$ cat src/rtl/alu_pkg.sv
// -----------------------------------------------------------------------------
// alu_pkg
// Shared definitions for the iterating ALU stage:
//   - datapath / opcode / counter / flag widths
//   - flag bit positions inside the 4-bit flag word (C,V,N,Z from MSB to LSB)
//   - FSM state encoding (IDLE / RUN / DONE)
//   - load_flags(): flag word produced by a direct accumulator load
// -----------------------------------------------------------------------------
package alu_pkg;

  localparam int DW  = 8;  // accumulator / operand width
  localparam int OPW = 3;  // ALU opcode width
  localparam int CW  = 3;  // iteration counter width (count minus one)
  localparam int FW  = 4;  // flag word width

  // Flag bit indices inside the flag word.
  localparam int FLG_C = 3;
  localparam int FLG_V = 2;
  localparam int FLG_N = 1;
  localparam int FLG_Z = 0;

  typedef enum logic [1:0] {
    ST_IDLE = 2'd0,
    ST_RUN  = 2'd1,
    ST_DONE = 2'd2
  } state_t;

  // A load bypasses the ALU, so carry and overflow are cleared and only the
  // sign and zero flags describe the loaded value.
  function automatic logic [FW-1:0] load_flags(input logic [DW-1:0] value);
    logic [FW-1:0] f;
    f        = '0;
    f[FLG_N] = value[DW-1];
    f[FLG_Z] = (value == '0);
    return f;
  endfunction

endpackage

$ cat src/rtl/alu_iter_ctrl.sv
// -----------------------------------------------------------------------------
// alu_iter_ctrl
// Control FSM and iteration counter for alu_iter_stage.
//   clk, rst_n    : clock and (already synchronised) asynchronous active-low reset
//   i_in_valid    : command valid from upstream
//   i_in_load     : command is a direct accumulator load (no RUN phase)
//   i_in_cnt      : iteration count minus one for ALU commands
//   i_out_ready   : downstream accepts the result
//   o_in_ready    : registered, high only in IDLE
//   o_out_valid   : registered, high only in DONE
//   o_accept      : command handshake completes on this edge
//   o_state       : current FSM state (datapath uses it to gate the ALU)
// -----------------------------------------------------------------------------
module alu_iter_ctrl
  import alu_pkg::*;
(
  input  logic          clk,
  input  logic          rst_n,
  input  logic          i_in_valid,
  input  logic          i_in_load,
  input  logic [CW-1:0] i_in_cnt,
  input  logic          i_out_ready,
  output logic          o_in_ready,
  output logic          o_out_valid,
  output logic          o_accept,
  output state_t        o_state
);

  state_t        r_state;
  logic [CW-1:0] r_cnt;
  logic          r_in_ready;
  logic          r_out_valid;
  logic          w_accept;

  // r_in_ready is high exactly in IDLE, so this is the only place a command
  // can be taken; anything on in_* during RUN/DONE is simply not looked at.
  assign w_accept = i_in_valid & r_in_ready;

  // NOTE: sequential state uses non-blocking assignments so every register
  // samples pre-edge values; blocking here would create order-dependent races.
  always_ff @(posedge clk or negedge rst_n) begin
    if (!rst_n) begin
      r_state     <= ST_IDLE;
      r_cnt       <= '0;
      r_in_ready  <= 1'b1;
      r_out_valid <= 1'b0;
    end else begin
      unique case (r_state)
        ST_IDLE: begin
          if (w_accept) begin
            r_in_ready <= 1'b0;
            if (i_in_load) begin
              r_state     <= ST_DONE;
              r_out_valid <= 1'b1;
            end else begin
              r_state <= ST_RUN;
              r_cnt   <= i_in_cnt;
            end
          end
        end
        ST_RUN: begin
          // The datapath captures the ALU result on every RUN edge, including
          // this one, so count k yields exactly k+1 captures.
          if (r_cnt == '0) begin
            r_state     <= ST_DONE;
            r_out_valid <= 1'b1;
          end else begin
            r_cnt <= r_cnt - 1'b1;
          end
        end
        ST_DONE: begin
          // Return to IDLE only; a new command is taken no earlier than the
          // next edge because in_ready is still low on this one.
          if (i_out_ready) begin
            r_state     <= ST_IDLE;
            r_out_valid <= 1'b0;
            r_in_ready  <= 1'b1;
          end
        end
        default: begin
          r_state     <= ST_IDLE;
          r_out_valid <= 1'b0;
          r_in_ready  <= 1'b1;
        end
      endcase
    end
  end

  assign o_in_ready  = r_in_ready;
  assign o_out_valid = r_out_valid;
  assign o_accept    = w_accept;
  assign o_state     = r_state;

endmodule

$ cat src/rtl/alu_iter_stage.sv
// -----------------------------------------------------------------------------
// alu_iter_stage
// Applies an external combinational ALU 1..8 times to an accumulator:
// ACC <= ALU(ACC, B, OP) once per RUN cycle. The accumulator persists across
// commands, so each command continues from the previous result. A load command
// writes the accumulator directly without using the ALU.
//   clk, rst_n                 : clock, asynchronous active-low reset
//   in_valid/in_ready          : command handshake
//   in_op, in_b, in_cnt, in_load : command fields (latched on acceptance)
//   alu_a, alu_b, alu_op       : operands driven to the downstream ALU
//   alu_y, alu_c/v/n/z         : combinational ALU result and flags
//   out_valid/out_ready        : result handshake
//   out_y, out_flags           : accumulator and flags {C,V,N,Z}
// -----------------------------------------------------------------------------
module alu_iter_stage
  import alu_pkg::*;
(
  input  logic           clk,
  input  logic           rst_n,
  input  logic           in_valid,
  output logic           in_ready,
  input  logic [OPW-1:0] in_op,
  input  logic [DW-1:0]  in_b,
  input  logic [CW-1:0]  in_cnt,
  input  logic           in_load,
  output logic [DW-1:0]  alu_a,
  output logic [DW-1:0]  alu_b,
  output logic [OPW-1:0] alu_op,
  input  logic [DW-1:0]  alu_y,
  input  logic           alu_c,
  input  logic           alu_v,
  input  logic           alu_n,
  input  logic           alu_z,
  output logic           out_valid,
  input  logic           out_ready,
  output logic [DW-1:0]  out_y,
  output logic [FW-1:0]  out_flags
);

  logic [1:0]     r_rst_sync;
  logic           w_rst_n;
  logic           w_accept;
  logic           w_run;
  state_t         w_state;
  logic [FW-1:0]  w_alu_flags;

  logic [DW-1:0]  r_acc;
  logic [FW-1:0]  r_flg;
  logic [OPW-1:0] r_opr;
  logic [DW-1:0]  r_br;

  // NOTE: reset asserts asynchronously through both flops but is released two
  // edges after rst_n rises, so no state flop sees the release near an edge.
  always_ff @(posedge clk or negedge rst_n) begin
    if (!rst_n) r_rst_sync <= 2'b00;
    else        r_rst_sync <= {r_rst_sync[0], 1'b1};
  end

  assign w_rst_n = r_rst_sync[1];

  alu_iter_ctrl u_ctrl (
    .clk         (clk),
    .rst_n       (w_rst_n),
    .i_in_valid  (in_valid),
    .i_in_load   (in_load),
    .i_in_cnt    (in_cnt),
    .i_out_ready (out_ready),
    .o_in_ready  (in_ready),
    .o_out_valid (out_valid),
    .o_accept    (w_accept),
    .o_state     (w_state)
  );

  assign w_run = (w_state == ST_RUN);

  // Pack the ALU flag inputs using the shared bit positions.
  // NOTE: every always_comb output gets a default first so no path leaves it
  // unassigned, which would otherwise infer a latch.
  always_comb begin
    w_alu_flags        = '0;
    w_alu_flags[FLG_C] = alu_c;
    w_alu_flags[FLG_V] = alu_v;
    w_alu_flags[FLG_N] = alu_n;
    w_alu_flags[FLG_Z] = alu_z;
  end

  always_ff @(posedge clk or negedge w_rst_n) begin
    if (!w_rst_n) begin
      r_acc <= '0;
      r_flg <= '0;
      r_opr <= '0;
      r_br  <= '0;
    end else begin
      if (w_accept && in_load) begin
        r_acc <= in_b;
        r_flg <= load_flags(in_b);
      end else if (w_run) begin
        r_acc <= alu_y;
        r_flg <= w_alu_flags;
      end

      // OPR/BR keep their last ALU command across loads.
      if (w_accept && !in_load) begin
        r_opr <= in_op;
        r_br  <= in_b;
      end
    end
  end

  // B is zeroed outside RUN so the ALU sees a quiet operand while its result
  // is being ignored.
  assign alu_a     = r_acc;
  assign alu_b     = w_run ? r_br : '0;
  assign alu_op    = r_opr;
  assign out_y     = r_acc;
  assign out_flags = r_flg;

endmodule

$ cat config.mk
export PLATFORM = sky130hd
export DESIGN_NAME = alu_iter_stage
export DESIGN_NICKNAME = d
export VERILOG_FILES = /design/src/rtl/alu_pkg.sv /design/src/rtl/alu_iter_ctrl.sv /design/src/rtl/alu_iter_stage.sv
export SDC_FILE = /design/constraint.sdc
export NUM_CORES = 1
export LEC_CHECK = 0
export BUFFER_PORTS_ARGS = -buffer_cell sky130_fd_sc_hd__clkbuf_2
export CAP_MARGIN = 0
export CORE_MARGIN = 3
export CORE_UTILIZATION = 43
export DETAILED_ROUTE_END_ITERATION = 6
export HOLD_SLACK_MARGIN = 0.05
export PLACE_DENSITY = 0.75
export SLEW_MARGIN = 20
export SYNTH_ARGS = -nofsm -noshare
export SYNTH_HDL_FRONTEND = slang
export SYNTH_SLANG_ARGS = --single-unit
$ cat constraint.sdc
create_clock -name clk -period 1.15 [get_ports clk]
set_clock_uncertainty 0.05 [all_clocks]
set_input_delay 0.23 -clock clk [delete_from_list [all_inputs] [get_ports clk]]
set_output_delay 0.23 -clock clk [all_outputs]
set_load 0.03 [all_outputs]
## Yosys cells after proc, flatten, opt, wreduce, memory -nomap -nowiden

Cells that the tools add are included.

- Register bits: 32
- Bits in latches: 0
- RAM bits: 0
- Memory bits (read-only): 0
- Input port bits: 31
- Output and inout bits: 33
- Memories: 0

- Add/sub/neg operators: 1
- $mul: 0
- Divide/modulo/power cells: 0
- Magnitude comparators: 0
- Eq/ne operators: 8
- Shifts and indexed selects: 0
- Muxes and demuxes: 22
- Bitwise logic cells: 2
- Reduce and logical (&&, ||, !) cells: 12

Operator list:

| operator | number |
|---|---|
| two-way mux 8 bit | 3 |
| inequality test 2 bit, second input constant | 5 |
| two-way mux 3 bit | 3 |
| zero test 8 bit | 1 |
| two-way mux 2 bit | 4 |
| two-way mux 4 bit | 2 |
| AND reduction 4 bit | 2 |
| two-way mux 1 bit | 6 |
| one-hot mux 1 bit (3 select lines) | 2 |
| one-hot mux 2 bit (3 select lines) | 1 |
| one-hot mux 3 bit (2 select lines) | 1 |
| AND reduction 3 bit | 2 |
| nonzero test 2 bit | 2 |
| zero test 3 bit | 1 |
| subtractor 3 x 1 -> 3 bit, second input constant | 1 |
| == test 2 x 1 -> 1 bit, second input constant | 1 |
| == test 2 bit, second input constant | 1 |
| logical AND 1 bit | 2 |
| zero test 2 bit | 1 |
| inequality test 2 x 1 -> 1 bit, second input constant | 1 |
| bitwise AND 1 bit | 1 |
| zero test 1 bit | 1 |
| NOT 1 bit | 1 |

## Depth between registers and ports, before layout

- Depth in word-level cells: 3
- Mapped depth: 6
- Gate-level depth less buffers: 6

## Hierarchy

Synthesis repeated with hierarchy kept, for this count alone.

- Cell total of the unflattened synthesis: 148
- Area, all modules: 1594.0 um^2

Modules (own cells, without submodules):

| module | times used | cells each | area an instance (um^2) | sequential area each (um^2) |
|---|---|---|---|---|
| alu_iter_stage | 1 | 107 | 1188.6 | 625.6 |
| alu_iter_ctrl | 1 | 41 | 405.4 | 176.4 |

## Worst setup path before layout

Ideal clock, no wire load.

- Kind: reg2reg
- Start point: register u_ctrl.r_in_ready, in the netlist u_ctrl.o_in_ready
- End point: register u_ctrl.r_cnt[1]
- Setup time: 79 ps
- Data arrival time: 1276 ps
- Data required time: 1021 ps
- Slack: -255 ps
- Cell stages (with the launch flop): 5
- Period minus slack after synthesis: 1405 ps
- Cells stage by stage: dfstp_2 nand3b_4 and2_4 nor3_4 mux2i_1

- Word-level cells in the longest chain between the ends: 3

RTL lines:

| what | line | text |
|---|---|---|
| from (decl) | alu_iter_ctrl.sv:31 | `logic r_in_ready;` |
| from (signal assigned) | alu_iter_ctrl.sv:45 | `r_in_ready <= 1'b1;` |
| from (signal assigned) | alu_iter_ctrl.sv:51 | `r_in_ready <= 1'b0;` |
| from (signal assigned) | alu_iter_ctrl.sv:77 | `r_in_ready <= 1'b1;` |
| bitwise AND 1 bit | alu_iter_ctrl.sv:37 | `assign w_accept = i_in_valid & r_in_ready;` |
| inequality test 2 bit (no source line) | - |  |
| AND reduction 4 bit (no source line) | - |  |
| to (signal assigned) | alu_iter_ctrl.sv:57 | `r_cnt <= i_in_cnt;` |
| to (signal assigned) | alu_iter_ctrl.sv:68 | `r_cnt <= r_cnt - 1'b1;` |
| to (decl) | alu_iter_ctrl.sv:30 | `logic [CW-1:0] r_cnt;` |

Every way passes these cells.
A chain may end at the register's enable or synchronous reset.

## Worst setup path in the final report

- Start point: register u_ctrl.r_state[1], in the netlist u_ctrl.o_state[1]
- End point: output port alu_b[4]

- Word-level cells in the longest chain between the ends: 2

RTL lines:

| what | line | text |
|---|---|---|
| from (decl) | alu_iter_ctrl.sv:29 | `state_t r_state;` |
| from (signal assigned) | alu_iter_ctrl.sv:43 | `r_state <= ST_IDLE;` |
| from (signal assigned) | alu_iter_ctrl.sv:53 | `r_state <= ST_DONE;` |
| from (signal assigned) | alu_iter_ctrl.sv:56 | `r_state <= ST_RUN;` |
| == test 2 x 1 -> 1 bit | alu_iter_stage.sv:74 | `assign w_run = (w_state == ST_RUN);` |
| two-way mux 8 bit | alu_iter_stage.sv:113 | `assign alu_b = w_run ? r_br : '0;` |
| to (decl) | alu_iter_stage.sv:27 | `output logic [DW-1:0] alu_b,` |

Every way passes these cells.

==> results.yml <==
route:
  wl_met3_um: 341
  post_drt_wl_per_cell_um: 18.0
  num_vias: 1552
  wl_met1_um: 2050
  maxUsedRoutingLayer: "met4"
  drc: 0
  postRouteWirelength_um: 5280
  antenna_left: 0
  drt-initial-drc-count: 79
  via_per_inst: 5.30
  wl_met2_um: 2820
  drt_pass1_iterations: 4
power:
  switching_share_pct: 40.0
  pwr-share-clk_pct: 10.9
  p_total_uw: 8840
  vdd_drop_max_uv: 1760
  p_sw_uw: 3540
  power_density_nw_per_um2: 3150
  leakage_uw: 0.00135
  p_seq_share_pct: 25.7
  internal_power_uw: 5300
  combPwrFrac_pct: 63.4
worst_setup_path:
  r2r_start: "u_ctrl.o_state[0]"
  reg2regPathDepth: 6
  path_cells: "nor2b_4 > buf_12 > and2_4 > buf_8"
  cp-endpoint: "alu_b[4]"
  path_depth: 4
  crit_path_start_kind: "flip-flop"
  path_class: "reg -> out"
  crit_slowest_cell: "dfrtp_1"
  critPathTopFamily: "flip-flops"
  worst-path-buf-inv: 2
  required_ps: 870
  worstPathMaxFanout: 11
  arrival_ps: 1280
  worstSetupStartpoint: "u_ctrl.o_state[1]"
  r2r_slack_ps: -390
  crit_path_end_kind: "output pin"
  worstReg2RegEnd: "alu_a[7]"
  max_stage_delay_ps: 420
cells_and_area:
  area_growth_syn_to_layout_pct: 78.9
  antennaDiodeCount: 0
  multi_input_area_sq_um: 767
  seqCellArea_sq_um: 807
  finalInstanceArea_sq_um: 2800
  fillers: 180
  fin_nets: 279
  drive_above_1_share_pct: 63.2
clock_tree:
  clock_latency_ps: 320
  clock-sinks: 32
  cts_max_path_buffers: 2
  numCtsBuffers: 5
  cts-root-buf: "clkbuf_4"
  clk_pin_slew_ps: 110
  cts-htree-levels: 2
  cts_tree: "built"
yosys:
  synth_edf_count: 0
  yosys.cell_types.count: 33
  synthArstFlopShare_pct: 100
  synth_nets: 185
  ys_ff_latch: 32
  synthesis.area_sq_um: 1570
  ys.flop_type: "dfrtp_1"
  syn_inst: 152
  synth_area_per_cell_sq_um: 10.3
  synth_warnings: 0
  synth-seq-area-share_pct: 51.2
die:
  die_h_um: 66.4
  placementRows: 21
  initial_core_util_pct: 45.9
  floorplan.die_area_sq_um: 4400
  pin_count: 64
  die_w_um: 66.4
  core_area_sq_um: 3420
grt:
  grt_max_degree: 26
  grt_overflow_total: 0
  grt_pass1_vias: 1602
  grt_use_total_pct: 24.2
  antenna_found_initial: 0
  grt_pass1_wl_um: 7950
placement:
  hpwl_um: 2810
  placed_cell_area_sq_um: 2020
  portBuffers: 63
  gp_congestion: 0.792
timing:
  period_needed_ps: 1560
  rsz0062_at_grt: "yes"
  setup_viol: 61
  max_freq_ghz: 0.642
  hold_violations: 0
  fin_ws_ps: -409
  tns_ps: -12350
  finalMaxSlewViolations: 0
  min_period_over_period_pct: 136
status:
  violations: "setup timing"
  status: "complete, but fails checks"
flow_run:
  cap_violations: 0
hold_path:
  hold_path_class: "reg -> async"
metrics by stage:
| step | setup WS (ps) | std cells | utilization [%] | hold WS [ps] |
|---|---|---|---|---|
| 6_report | -409 | 293 | 82.1 | 66.6 |
| 5_1_grt | -455 | 293 | 82.1 | 68.0 |
| 4_1_cts | -440 | 287 | 78.0 | 58.7 |
| 3_5_place_dp | -247 | 264 | 59.1 | -29.6 |
| 3_3_place_gp | -185 | 264 | 59.1 | -31.4 |
| 2_1_floorplan | -255 | 152 | - | -116 |
area by class of cell:
class,instances,share of cell area [%]
multi-input combinational,100,27.4
clock inverter,1,1.07
clock buffer,7,2.32
inverter,4,0.536
timing repair buffer,103,37.9
sequential,32,28.8
tap,46,2.05
worst register-to-register path, delay by kind of cell, from the launching register on:
family / cells / cell delay, ps
buffers and inverters: 3 / 590
DFF: 1 / 410
and+or+nand+nor: 2 / 180
AOI/OAI and AO/OA: 1 / 230
layout by cell type, fill, tap and decap left out, types with 2 or more instances in the layout:
| master | netlist | routed |
|---|---|---|
| mux2_4 | 0 | 2 |
| a21oi_2 | 0 | 2 |
| clkbuf_2 | 0 | 30 |
| nor4_1 | 2 | 2 |
| nor2_1 | 14 | 12 |
| buf_12 | 0 | 4 |
| clkbuf_4 | 0 | 5 |
| dfrtp_2 | 0 | 4 |
| mux2_2 | 11 | 9 |
| clkbuf_8 | 0 | 2 |
| and2_4 | 1 | 9 |
| buf_6 | 1 | 10 |
| dfrtp_1 | 31 | 27 |
| nand2_1 | 25 | 24 |
| inv_2 | 0 | 2 |
| buf_4 | 11 | 24 |
| a21oi_1 | 7 | 5 |
| a31oi_1 | 11 | 9 |
| buf_8 | 0 | 33 |
| inv_1 | 4 | 2 |
cell usage after synthesis, types with 2 or more instances:
library cell	number	area, sq um
nor2_1	14	52.6
buf_4	11	82.6
and2_1	8	50.1
dfrtp_1	31	776
buf_2	3	15.0
inv_1	4	15.0
ha_1	2	25.0
mux2_2	11	124
nor4_1	2	12.5
nand2_1	25	93.8
a21oi_1	7	35.0
nand3_1	3	15.0
a31oi_1	11	68.8
cells by family after synthesis:
kind of cell | synth area share, %
multiplexers | 8.55
AND/OR/NAND/NOR | 20.2
other | 0.239
adder cells (fa/ha/maj) | 1.60
buffers and inverters | 8.15
flip-flops | 51.2
AO/OA/AOI/OAI | 10.1
power by group through the flow:
stage / Combinational [uW] / Clock (uW) / Sequential [uW]
global placement: 3400 / 0 / 2030
global route: 5920 / 1010 / 2320
finish: 5610 / 961 / 2270
detailed placement: 3460 / 0 / 2050
CTS: 4910 / 968 / 2090
floorplan: 2050 / 0 / 2580
sequential cells by signal (all words and copies together), names as in the netlist:
name / count
r_br: 8
u_ctrl.o_state: 2
alu_a: 8
alu_op: 3
u_ctrl.r_cnt: 3
r_rst_sync: 2
u_ctrl.o_out_valid: 1
u_ctrl.o_in_ready: 1
out_flags: 4
how the worst min path moves through the flow:
stage / startpoint / end / slack (ps) / cells after the start
3_5_place_dp: rst_n / r_rst_sync[0] / -30 / 1
4_1_cts: alu_c / out_flags[3] / 60 / 3
3_3_place_gp: rst_n / r_rst_sync[0] / -30 / 1
2_1_floorplan: rst_n / r_rst_sync[0] / -120 / 0
5_1_grt: alu_v / out_flags[2] / 70 / 3
6_report: r_rst_sync[1] / alu_op[2] / 70 / 0
metal layers:
metal | global-route usage [%] | vias up
met1 | 29.5 | 789
met4 | 5.58 | 0
met3 | 6.80 | 8
li1 | - | 701
met5 | 0 | -
met2 | 42.0 | 54
what timing repair did:
item | CTS | global route
endpoints found under the setup margin | 62 | 63
hold buffers | 1 | 0
hold endpoints to repair | 2 | 0
buffers inserted | 12 | 8
pin swaps | 9 | 15
cloned | 2 | 0
resized for setup | 87 | 51
Power figures use the tool's default switching activity.
